==> src/rtl/bounds_fifo_sched.sv <==
// Bounds FIFO scheduler: occupancy tracking, gated writes, credit-based reads into a
// 2-entry skid buffer, and end-of-block flush sequencing. Define BOUNDS_CHECK_EN to add err_bounds.
module bounds_fifo_sched #(
  parameter int DEPTH = 512,
  parameter int CW    = $clog2(DEPTH + 1)
) (
  input  logic          clk,
  input  logic          rst,
  input  logic [15:0]   up_upper_bound,
  input  logic [15:0]   up_lower_bound,
  input  logic          up_valid,
  output logic          up_ready,
  output logic [31:0]   fifo_din,
  output logic          fifo_wr_en,
  output logic          fifo_rd_en,
  input  logic [31:0]   fifo_dout,
  input  logic          fifo_valid,
  output logic [15:0]   dn_upper_bound,
  output logic [15:0]   dn_lower_bound,
  output logic          dn_valid,
  input  logic          dn_ready,
  input  logic          flush_req,
  output logic          flush_done,
  output logic [CW-1:0] occupancy
`ifdef BOUNDS_CHECK_EN
  ,
  output logic          err_bounds
`endif
);

  typedef enum logic [1:0] {
    RUN   = 2'd0,
    DRAIN = 2'd1,
    DONE  = 2'd2
  } state_t;

  state_t      state, state_next;
  logic        inflight;
  logic [1:0]  skid_count;
  logic [31:0] skid_head, skid_tail;
  logic [1:0]  credit_used;
  logic        push, pop, drained;

  assign up_ready   = !rst && (state == RUN) && (occupancy < CW'(DEPTH));
  assign fifo_wr_en = up_valid && up_ready;
  assign fifo_din   = {up_upper_bound, up_lower_bound};

  assign push        = fifo_valid;
  assign dn_valid    = (skid_count != 2'd0);
  assign pop         = dn_valid && dn_ready;
  assign credit_used = skid_count + {1'b0, inflight};

  // A pop in the same cycle frees one credit, which sustains one read per cycle.
  assign fifo_rd_en = (occupancy != '0) && ((credit_used < 2'd2) || pop);

  assign dn_upper_bound = skid_head[31:16];
  assign dn_lower_bound = skid_head[15:0];
  assign flush_done     = (state == DONE);

  always_ff @(posedge clk or posedge rst) begin
    if (rst) begin
      occupancy <= '0;
    end else if (fifo_wr_en && !fifo_rd_en) begin
      occupancy <= occupancy + CW'(1);
    end else if (!fifo_wr_en && fifo_rd_en) begin
      occupancy <= occupancy - CW'(1);
    end
  end

  always_ff @(posedge clk or posedge rst) begin
    if (rst) begin
      inflight <= 1'b0;
    end else if (fifo_rd_en) begin
      inflight <= 1'b1;
    end else if (fifo_valid) begin
      inflight <= 1'b0;
    end
  end

  always_ff @(posedge clk or posedge rst) begin
    if (rst) begin
      skid_count <= '0;
      skid_head  <= '0;
      skid_tail  <= '0;
    end else begin
      unique case ({push, pop})
        2'b10: begin
          if (skid_count == 2'd0) skid_head <= fifo_dout;
          else                    skid_tail <= fifo_dout;
          skid_count <= skid_count + 2'd1;
        end
        2'b01: begin
          skid_head  <= skid_tail;
          skid_count <= skid_count - 2'd1;
        end
        2'b11: begin
          if (skid_count == 2'd1) begin
            skid_head <= fifo_dout;
          end else begin
            skid_head <= skid_tail;
            skid_tail <= fifo_dout;
          end
        end
        default: ;
      endcase
    end
  end

  // Drain completes on the cycle of the final pop so flush_done follows it directly.
  assign drained = (occupancy == '0) && !inflight &&
                   ((skid_count == 2'd0) || ((skid_count == 2'd1) && pop));

  always_ff @(posedge clk or posedge rst) begin
    if (rst) state <= RUN;
    else     state <= state_next;
  end

  always_comb begin
    state_next = state;
    unique case (state)
      RUN:     if (flush_req) state_next = DRAIN;
      DRAIN:   if (drained)   state_next = DONE;
      DONE:    state_next = RUN;
      default: state_next = RUN;
    endcase
  end

`ifdef BOUNDS_CHECK_EN
  always_ff @(posedge clk or posedge rst) begin
    if (rst) begin
      err_bounds <= 1'b0;
    end else if (fifo_wr_en && (up_upper_bound <= up_lower_bound)) begin
      err_bounds <= 1'b1;
    end
  end
`endif

endmodule
==> config.mk <==
export PLATFORM = sky130hd
export DESIGN_NAME = bounds_fifo_sched
export DESIGN_NICKNAME = d
export VERILOG_FILES = /design/src/rtl/bounds_fifo_sched.sv
export SDC_FILE = /design/constraint.sdc
export NUM_CORES = 1
export LEC_CHECK = 0
export ABC_AREA = 1
export CORE_MARGIN = 5
export CORE_UTILIZATION = 35
export CTS_CLUSTER_DIAMETER = 80
export DETAILED_ROUTE_END_ITERATION = 12
export MAX_ROUTING_LAYER = met4
export PLACE_DENSITY = 0.66
export SLEW_MARGIN = 40
export SYNTH_ARGS = -nofsm -noshare
export SYNTH_HDL_FRONTEND = slang
export SYNTH_SLANG_ARGS = --single-unit
==> constraint.sdc <==
create_clock -name clk -period 5.53 [get_ports clk]
set_input_delay 1.106 -clock clk [delete_from_list [all_inputs] [get_ports clk]]
set_output_delay 1.106 -clock clk [all_outputs]
set_load 0.005 [all_outputs]
==> impl_results.md, run 1 <==
- Top cells by area, synth: dfrtp_1, inv_1, nand2_1, o21ai_0, buf_4
- Metal-1 WL: 4.38 mm
- Clock Skew: 0.00751 ns
- TritonRoute pass-1 iters: 4
- Reg2reg end: occupancy[7]
- Initial Util: 35.7%
- Most common cell in the netlist: inv_1
- HP Class: reg2reg
- Sequential area share after synthesis: 45.9%
- Clk pin slew, worst setup/hold paths: 0.06 ns
- Maxcap violations: 0
- Via count: 3443
- Leakage power: 0.00263 uW
- Setup Viol. Count Final: 0
- Warnings from Yosys: 0
- Hold Path End: state[1]
- Gpl congestion: 0.880
- Cell count along the critical path: 6
- Pre-CTS setup slack: 1.74 ns
- Post-synthesis cell type count: 31
- CTS tree: done
- Root Driver: clkbuf_16
- Prevailing post-synth register cell: dfrtp_1
- R2R depth: 15
- Reg-to-reg startpoint: skid_count[0]
- Period utilisation layout: 67.9%
- Port bufs: 84
- Kind of critical path: in2out
- Worst-path cell chain: clkdlybuf4s50_1, inv_1, nor2_1, inv_2, a31oi_1, clkdlybuf4s50_1
- Post-CTS setup buffers: 0
- Worst skew pair latency: 0.32 ns
- Vias in the first global route: 3455
- Die X: 121 um
- Area Growth Syn to Fin: 24.9%
- Largest net degree at the start of global routing: 65
- Startpoint types: input pin
- Post-synth top cells: inv_1, nand2_1, dfrtp_1
- Delay-heaviest family, CP: buffers and inverters
- Minimum setup slack among reg-to-reg paths: 2.58 ns
- Fmax: 266 MHz
- Leading area contributor after synthesis: dfrtp_1
- Diode count: 0
- Worst-Margin Slew: 0.729 ns
- Met2 Routed Length: 4.63 mm
- WP buf/inv: 4
- RSZ-0062 raised after global routing: false
- Setup TNS: 0 ns
- Crit-path most repeated cell: clkdlybuf4s50_1
- DR WL/cell: 12.6 um
- Site Rows: 40
- Post-synth top area share: 45.9%
- Die height: 121 um
- GRT overflow: 0
- Synth Instances: 538
- Post-CTS sizing: 0
- Initial antenna violation count: 0
- Mapped Area: 4310 um2
- Hold buffers post-CTS: 0
- IO Count: 149
- Cell Pwr Density: 576 nW/um2
- H-tree Lvls: 3
- Syn Nets: 623
- Highest metal used: met4
- Peak supply drop: 0.212 mV
- WL final: 9.56 mm
- CP peak stage delay: 0.54 ns
- Share of cells above drive strength 1: 4.74%
- CP max-delay cell: clkdlybuf4s50_1
- Max Slew Vio Count: 0
- Async S/R FF share, synth: 100%
- Post-layout min period: 3.76 ns
- Critical Path End Type: primary output
- Via density per instance: 4.54
- Core Footprint: 12100 um2
- Clock Sinks: 79
- CTS max path bufs: 2
- GRT Overall Usage: 13.9%
- Detail Route Antenna Nets: 0
- EDFF count, synth: 0
- Hold Violations, Final: 0
- CP Max Fanout: 3
- Die area: 14600 um2
- Post-Syn Area per Cell: 8.01 um2
- Arr. time, crit path: 2.65 ns
- WL met3: 433 um
- Hold Path Stages: 1
- CTS Buf Count: 9
- DPL Wire Length: 6.91 mm
- #FFs+latches synth: 79
- First-pass GRT wire length: 16.3 mm
- Relative slew slack: 51.4%
- DRC marker count from the first detailed-route iteration: 183
- Final setup margin: 1.77 ns
- Worst path required time: 4.42 ns
- Residual DRC: 0
- Final net count: 671
- HP Start: state[1]
- Outcome: complete, no violations
worst max path at each step:
stage / start / endpoint
6_report: dn_ready / fifo_rd_en
3_3_place_gp: dn_ready / fifo_rd_en
2_1_floorplan: rst / inflight
4_1_cts: dn_ready / fifo_rd_en
3_5_place_dp: dn_ready / occupancy[7]
5_1_grt: dn_ready / fifo_rd_en
per-layer routing:
layer	up-vias	track usage, %
li1	1744	-
met1	1587	17.0
met2	98	22.9
met3	14	3.96
met4	0	3.26
met5	-	-
stage by stage:
stage                     hold WS (ns)  utilization (%)  area (um2)  total power [uW]  instances
after floorplan                  0.432                -        4310              1940        538
after global placement           0.452             41.7        5030              2410        742
after detailed placement         0.449             42.0        5060              2490        743
after CTS                        0.465             44.6        5380              3140        759
after global routing             0.502             44.6        5380              3380        759
final                            0.463             44.6        5380              3100        759
cell families (layout without fill, tap and decap cells):
logic type	after synthesis	in the layout	synth area share, %
fa+ha+maj	15	15	4.53
flops	79	79	45.9
simple gates	148	148	13.8
buf+inv	173	226	19.2
compound gates	118	118	15.7
xor+xnor	5	5	1.02
placed cells by master (no fill, tap or decap), drive strengths merged, types with 9 or more instances in the layout:
cell type      synthesis  final
clkbuf                 6      9
clkdlybuf4s50          0     84
dfrtp                 79     79
ha                    14     14
inv                  122    122
nand2                110    110
nand3                 17     17
nor2                  15     15
o21ai                 74     74
o22ai                 33     33
state kept, by name, summed over array words and instances, names as in the netlist:
| register | flops |
|---|---|
| skid_head | 32 |
| skid_tail | 32 |
| occupancy | 10 |
| skid_count | 2 |
| state | 2 |
| inflight | 1 |
worst register-to-register path: stages, from the launching register on:
cell	delay [ns]
dfrtp_1	0.42
inv_1	0.08
ha_1	0.23
nor2_1	0.22
inv_2	0.10
a31oi_1	0.19
inv_1	0.08
ha_1	0.23
inv_1	0.24
ha_1	0.35
a21oi_1	0.26
nor2_1	0.06
nor2_1	0.13
nand3b_1	0.09
nand3_1	0.08
nand2_1	0.05
report_power, final:
group          total [uW]  switching, uW  internal (uW)
clock network         633            236            397
logic                1420            755            667
registers            1040            182            862
area by class of cell:
type                            instances  area (um2)
Clock buffer                            9         225
Tap cell                              168         210
Fill cell                            1152        6680
Sequential cell                        79        1980
Multi-Input combinational cell        286        1520
Clock inverter                          7        96.3
Timing Repair Buffer                   88         891
Inverter                              122         459
No activity file was read; power rests on OpenSTA's default activity.
==> run 2: changes to the inputs <==
==> constraint.sdc (replaced) <==
create_clock -name clk -period 3.9 [get_ports clk]
set_input_delay 0.78 -clock clk [delete_from_list [all_inputs] [get_ports clk]]
set_output_delay 0.78 -clock clk [all_outputs]
set_load 0.005 [all_outputs]
==> run 2 against run 1 <==
Combinational power increased by 43%. Global-route usage grew 0.44 points. Sequential cell count unchanged. Sequential power increased by 41%. Clock power is 46% higher. Design area up 0.42%.
==> impl_results.md, run 2 (synthesis gave the netlist of run 1 again) <==
- Outcome: complete, no violations
- Placement Cell Area: 5080 um2
- Worst-path cell chain: clkdlybuf4s50_1, inv_1, nor2_1, inv_2, a31oi_1, inv_1, ha_1, inv_1, ha_1, a21oi_1, nor2_1, nor2_1, nand3b_1, nand3_1, nand2_1
- Initial antenna violation count: 0
- Kind of critical path: in2reg
- DR WL/cell: 12.7 um
- Share of cells above drive strength 1: 4.40%
- Hold Violations, Final: 0
- R2R depth: 15
- CP peak stage delay: 0.45 ns
- Hold buffers post-CTS: 0
- Setup Viol. Count Final: 0
- Worst skew pair latency: 0.33 ns
- Peak supply drop: 0.289 mV
- CP Max Fanout: 8
- Clk pin slew, worst setup/hold paths: 0.06 ns
- H-tree Lvls: 3
- Startpoint types: input pin
- Delay-heaviest family, CP: buffers and inverters
- Cell Pwr Density: 819 nW/um2
- Minimum setup slack among reg-to-reg paths: 1.00 ns
- DRC marker count from the first detailed-route iteration: 235
- Hold Path Stages: 1
- Period utilisation layout: 79.6%
- Clock Sinks: 79
- Vias in the first global route: 3490
- Max Slew Vio Count: 0
- Area Growth Syn to Fin: 25.4%
- Worst path required time: 4.12 ns
- Port bufs: 84
- Die height: 121 um
- Via count: 3435
- Largest net degree at the start of global routing: 42
- First-pass GRT wire length: 16.5 mm
- RSZ-0062 raised after global routing: false
- Die area: 14600 um2
- HP Class: reg2reg
- IO Count: 149
- Most common cell after layout, fill and taps aside: inv_1
- Worst-Margin Slew: 0.731 ns
- Final core utilization: 44.8%
- Post-layout min period: 3.11 ns
- Non-Filler Instances: 759
- Cell count along the critical path: 15
- GRT overflow: 0
- DPL Wire Length: 6.89 mm
- WL final: 9.63 mm
- WP buf/inv: 5
- Maxcap violations: 0
- CTS Buf Count: 9
- CTS tree: done
- Fmax: 322 MHz
- TritonRoute pass-1 iters: 4
- Final setup margin: 0.795 ns
- Critical Path End Type: flip-flop
- CP max-delay cell: clkdlybuf4s50_1
- Post-CTS sizing: 0
- Post-CTS setup buffers: 0
- Detail Route Antenna Nets: 0
- Most frequent cells in the layout: inv_1, nand2_1, clkdlybuf4s50_1
- Core Footprint: 12100 um2
- Leakage power: 0.00263 uW
- Largest registers: skid_head (32), skid_tail (32), occupancy (10)
- Final net count: 671
- Gpl congestion: 0.857
- Arr. time, crit path: 3.33 ns
- Clock Skew: 0.00815 ns
- CTS max path bufs: 2
- Setup TNS: 0 ns
- Relative slew slack: 51.1%
- Diode count: 0
- Pre-CTS setup slack: 0.461 ns
- Via density per instance: 4.53
- Root Driver: clkbuf_16
- Residual DRC: 0
- Finished Cell Area: 5400 um2
- Site Rows: 40
- Die X: 121 um
- Initial Util: 35.7%
- Placed Cells: 743
- GRT Overall Usage: 14.3%
run 2: layout make-up:
| cell class | instances | area (um2) |
|---|---|---|
| clock buffer | 13 | 260 |
| inverter | 122 | 460 |
| tap | 168 | 210 |
| multi-input combinational | 286 | 1520 |
| fill | 1192 | 6660 |
| clock inverter | 3 | 65.1 |
| timing repair buffer | 88 | 908 |
| sequential | 79 | 1980 |
run 2: where the power goes:
group	internal (uW)	total, uW	switching [uW]	leakage [uW]
Combinational	959	2030	1070	0.00150
Clock	595	922	327	0.000160
Sequential	1220	1470	253	0.000968
run 2: metal layers:
layer | global-route usage [%] | part of all wire [%] | wire length [um]
met2 | 23.4 | 48 | 4580
met3 | 3.68 | 5.0 | 481
met1 | 16.8 | 46 | 4410
met5 | - | 0 | 0
met4 | 6.16 | 1.6 | 153
run 2: path summary, 6_finish.rpt:
| kind | from | end |
|---|---|---|
| min | state[1] | state[1] |
| max in group asynchronous | rst | skid_head[4] |
| min in group asynchronous | rst | state[0] |
| max | dn_ready | occupancy[7] |
| min reg2reg | state[1] | state[1] |
| max reg2reg | skid_count[0] | occupancy[7] |
run 2: stage by stage:
step	power, uW	hold slack, ns
after floorplan	2740	0.432
after global placement	3460	0.448
after detailed placement	3540	0.458
after CTS	4490	0.471
after global routing	4840	0.486
final	4420	0.468
